## config.mk

```make
export PLATFORM = sky130hd
export DESIGN_NAME = quiz_score_accumulator
export DESIGN_NICKNAME = d
export VERILOG_FILES = /design/src/rtl/quiz_score_accumulator.sv
export SDC_FILE = /design/constraint.sdc
export NUM_CORES = 1
export LEC_CHECK = 0
export ABC_AREA = 1
export CAP_MARGIN = 30
export CORE_MARGIN = 2
export CORE_UTILIZATION = 53
export CTS_CLUSTER_DIAMETER = 150
export DETAILED_ROUTE_END_ITERATION = 10
export PLACE_DENSITY = 0.83
export RECOVER_POWER = 100
export SLEW_MARGIN = 10
export SYNTH_ARGS = -nofsm -noshare
export SYNTH_HDL_FRONTEND = slang
export SYNTH_SLANG_ARGS = --single-unit
```

## constraint.sdc

```tcl
create_clock -name clk_i -period 4.78 [get_ports clk_i]
set_clock_uncertainty 0.1 [all_clocks]
set_input_delay 0.956 -clock clk_i [delete_from_list [all_inputs] [get_ports clk_i]]
set_output_delay 0.956 -clock clk_i [all_outputs]
set_load 0.03 [all_outputs]
```

## src/rtl/quiz_score_accumulator.sv

```systemverilog
// Quiz scoring stage feeding the letter-grade display decoder: counts NUM_Q answers,
// accumulates a saturating 9-bit score. Optional macro QUIZ_PENALTY_EN: wrong answers cost 1 point.
module quiz_score_accumulator #(
    parameter int NUM_Q     = 10,
    parameter int MAX_SCORE = 511
) (
    input  logic       clk_i,
    input  logic       reset_i,
    input  logic       start_i,
    input  logic       ans_valid_i,
    input  logic       ans_correct_i,
    input  logic [3:0] ans_pts_i,
    output logic [8:0] score_o,
    output logic       disp_en_o,
    output logic       disp_clear_o,
    output logic       busy_o,
    output logic       done_o,
    output logic [5:0] q_count_o
);

    typedef enum logic [1:0] {
        S_IDLE = 2'd0,
        S_RUN  = 2'd1,
        S_DONE = 2'd2
    } state_t;

    localparam logic [9:0] MAX10 = 10'(MAX_SCORE);
    localparam logic [5:0] LAST  = 6'(NUM_Q);

    state_t     state_q, state_d;
    logic [8:0] score_q, score_d;
    logic [5:0] q_count_q, q_count_d;
    logic       busy_q, busy_d;
    logic       done_q, done_d;
    logic       disp_clear_q, disp_clear_d;
    logic       disp_en_q;

    logic [9:0] sum;
    logic [5:0] cnt_inc;
    logic [8:0] score_ans;

    // Sum is one bit wider than the score so the clamp sees the true total.
    assign sum     = {1'b0, score_q} + {6'd0, ans_pts_i};
    assign cnt_inc = q_count_q + 6'd1;

    always_comb begin
        score_ans = score_q;
        if (ans_correct_i) begin
            score_ans = (sum > MAX10) ? MAX10[8:0] : sum[8:0];
        end else begin
`ifdef QUIZ_PENALTY_EN
            score_ans = (score_q == 9'd0) ? 9'd0 : score_q - 9'd1;
`else
            score_ans = score_q;
`endif
        end
    end

    always_comb begin
        state_d   = state_q;
        score_d   = score_q;
        q_count_d = q_count_q;
        unique case (state_q)
            S_IDLE: begin
                if (start_i) begin
                    state_d   = S_RUN;
                    score_d   = 9'd0;
                    q_count_d = 6'd0;
                end
            end
            S_RUN: begin
                // A start in the same cycle as an answer wins; the answer is dropped.
                if (start_i) begin
                    score_d   = 9'd0;
                    q_count_d = 6'd0;
                end else if (ans_valid_i) begin
                    q_count_d = cnt_inc;
                    score_d   = score_ans;
                    if (cnt_inc == LAST) state_d = S_DONE;
                end
            end
            S_DONE: begin
                if (start_i) begin
                    state_d   = S_RUN;
                    score_d   = 9'd0;
                    q_count_d = 6'd0;
                end
            end
            default: begin
                state_d   = S_IDLE;
                score_d   = 9'd0;
                q_count_d = 6'd0;
            end
        endcase
        busy_d       = (state_d == S_RUN);
        done_d       = (state_d == S_DONE);
        disp_clear_d = (state_d != S_DONE);
    end

    always_ff @(posedge clk_i) begin
        if (reset_i) begin
            state_q      <= S_IDLE;
            score_q      <= 9'd0;
            q_count_q    <= 6'd0;
            busy_q       <= 1'b0;
            done_q       <= 1'b0;
            disp_clear_q <= 1'b1;
            disp_en_q    <= 1'b0;
        end else begin
            state_q      <= state_d;
            score_q      <= score_d;
            q_count_q    <= q_count_d;
            busy_q       <= busy_d;
            done_q       <= done_d;
            disp_clear_q <= disp_clear_d;
            disp_en_q    <= 1'b1;
        end
    end

    assign score_o      = score_q;
    assign q_count_o    = q_count_q;
    assign busy_o       = busy_q;
    assign done_o       = done_q;
    assign disp_clear_o = disp_clear_q;
    assign disp_en_o    = disp_en_q;

endmodule

```

==> results by group <==
Outcome
  – Status: finished, final reports clean

STA
  – Hold Violations, Final: 0
  – Final worst slack: 2060 ps
  – Slew margin rel.: 0.576
  – Fmax achieved: 368 MHz
  – Setup violators final: 0
  – Max-slew violations: 0
  – Worst-Margin Slew: 634 ps
  – RSZ-0062 raised after global routing: no
  – Minimum clock period: 2720 ps
  – Setup_tns: 0 ps
  – Final period utilization: 0.569

Place
  – Detail Placement HPWL: 2220 µm
  – Port bufs: 27
  – Placer Congestion: 0.805
  – DP Worst Slack: 1790 ps

Clock tree
  – Clock sink count: 21
  – Post-CTS Resized: 0
  – Worst-skew pair later-pin latency: 310 ps
  – Hold-fix buffers, CTS: 0
  – CTS tree: done
  – Postcts setup bufs: 0
  – Max Root-Sink Buffers: 2
  – CTS clk-pin slew, worst paths: 120 ps
  – CTS buffer count: 3
  – H-tree depth: 1
  – Root buffer cell: clkbuf_4

Floorplanning
  – Starting Density: 0.561
  – Core ar.: 2230 µm²
  – Die Height: 52.6 µm
  – IO Pins: 28
  – Chip Width: 52.6 µm
  – Die ar.: 2770 µm²
  – Rows: 17

Cells and area
  – Fillcell total: 203
  – Layout cell share with drive strength beyond 1: 0.0514
  – Area grow syn2layout: 24.2%
  – Nets: 231
  – Commonest cells after routing, fill and taps aside: nand2_1 (55), inv_1 (28), dlygate4sd3_1 (23)
  – Diodes inserted: 0
  – Most common cell after layout, fill and taps aside: nand2_1

Power
  – Sw Ratio: 0.279
  – Combinational Power Share: 0.146
  – Maximum VDD drop: 0.196 mV
  – Sequential share of power: 0.579
  – Clock share of power: 0.275
  – Sw Pwr: 0.0000884 W
  – Pleak: 0.730 nW
  – Internal: 0.000228 W
  – P per Cell Area: 204 nW/µm²

Synthesis
  – Seq/Total Area, Yosys: 0.336
  – Yosys warns: 0
  – Register bit total from synthesis: 21
  – Post-synth cell types: 23
  – Synthesized area: 1250 µm²
  – Mapped Nets: 200
  – Avg Cell Area, Syn: 6.81 µm²
  – Cells after synthesis: 184

Critical path
  – R2R Setup Slk: 2870 ps
  – R2r worst-path depth: 11
  – Reg2reg end: score_o[6]
  – CP Data Arrival Time: 2800 ps
  – Req. time, crit path: 4870 ps
  – Worst Setup Start Kind: input pin
  – CP max FO: 3
  – Setup crit end kind: flop
  – Crit Path Category: in -> reg
  – Critical R2R Launch: score_o[0]

Drt
  – Post-Route WL: 2900 µm
  – DR vias: 1308
  – Vias per Instance: 5.40
  – WL/cell: 12.0 µm
  – DR iter-0 viols: 26
  – TritonRoute pass-1 iters: 4
  – Post-route ant nets: 0
  – Remaining DRCs: 0

Global routing
  – Remaining Overflow, GRT: 0
  – Initial antenna violation count: 0
  – Largest net degree at the start of global routing: 16
  – First-pass GRT wire length: 4800 µm
  – GRT Total Usage: 0.230
  – Number of global-route vias before repair: 1170

Hold path
  – Hold Crit Depth: 2
  – HP Class: reg -> reg
  – Hold EP: score_o[0]
  – Hold path startpoint: score_o[0]

Job
  – Max Cap Viol: 0
## power by group through the flow
stage          registers [W]  clock network, W   logic, W
5_1_grt             0.000184         0.0000981  0.0000506
3_3_place_gp        0.000187                 0  0.0000479
6_report            0.000183         0.0000870  0.0000463
3_5_place_dp        0.000187                 0  0.0000490
4_1_cts             0.000184         0.0000882  0.0000493
2_1_floorplan       0.000193                 0  0.0000240
## layout make-up
class                   instances  area (µm²)  area share
well taps                      28        35.0      0.0225
clock buffers                   3        22.5      0.0145
inverters                      29         109      0.0700
flip-flops and latches         21         420       0.270
clock inverters                 1        5.00     0.00322
repair buffers                 27         270       0.174
multi-input cells             133         693       0.446
## worst max path at each step
stage                     cells past startpoint         end  slack [ps]          from
final                                        12  score_o[6]        2060  ans_pts_i[0]
after global routing                         12  score_o[6]        1950  ans_pts_i[0]
after global placement                       12  score_o[6]        1890  ans_pts_i[0]
after CTS                                    12  score_o[6]        2120  ans_pts_i[0]
after detailed placement                     12  score_o[6]        1790  ans_pts_i[0]
after floorplan                              11  score_o[6]        2420  ans_pts_i[0]
## cell usage after synthesis (all sizes together)
master / number / area [µm²]
ha: 6 / 75.1
nor2: 10 / 37.5
nand4: 6 / 37.5
inv: 29 / 109
nand3: 16 / 85.1
or2: 1 / 6.26
a21oi: 16 / 83.8
xnor2: 2 / 17.5
dfxtp: 21 / 420
nand2: 58 / 238
o21a: 1 / 7.51
a211oi: 1 / 7.51
dlymetal6s2s: 1 / 12.5
xor2: 1 / 8.76
o21ai: 12 / 60.1
fa: 1 / 20.0
o211a: 1 / 10.0
nor3: 1 / 16.3
## flip-flops by register name, indices dropped and copies added, names as in the netlist
signal / count
busy_o: 1
disp_clear_o: 1
disp_en_o: 1
done_o: 1
q_count_o: 6
score_o: 9
state_q: 2
## cells by family after synthesis
| group | share of synthesized area |
|---|---|
| compound gates | 0.135 |
| fa+ha+maj | 0.0759 |
| flops | 0.336 |
| buf+inv | 0.0969 |
| simple gates | 0.336 |
| xor+xnor | 0.0210 |
## stage by stage
step / area [µm²] / utilization / hold slack [ps] / std cells / power (W)
floorplan: 1250 / - / 417 / 184 / 0.000217
global placement: 1550 / 0.692 / 383 / 238 / 0.000235
detailed placement: 1550 / 0.692 / 388 / 238 / 0.000236
CTS: 1570 / 0.704 / 406 / 242 / 0.000321
global route: 1560 / 0.696 / 428 / 242 / 0.000333
finish: 1560 / 0.696 / 401 / 242 / 0.000317
## routing by layer
metal	track usage	up-vias	part of all wire
li1	-	661	-
met1	0.270	602	0.43
met2	0.429	41	0.51
met3	0.0314	4	0.052
met4	0.0598	0	0.0048
met5	0	-	0
## critical path, stage by stage
cell	delay, ps
dlygate4sd3_1	530
ha_1	200
inv_1	60
fa_1	390
inv_1	70
nand3_1	60
nand2_1	100
nand3_1	140
nand2_2	120
nand2_1	50
nand2_1	80
a21oi_2	60
Power figures use the tool's default switching activity.
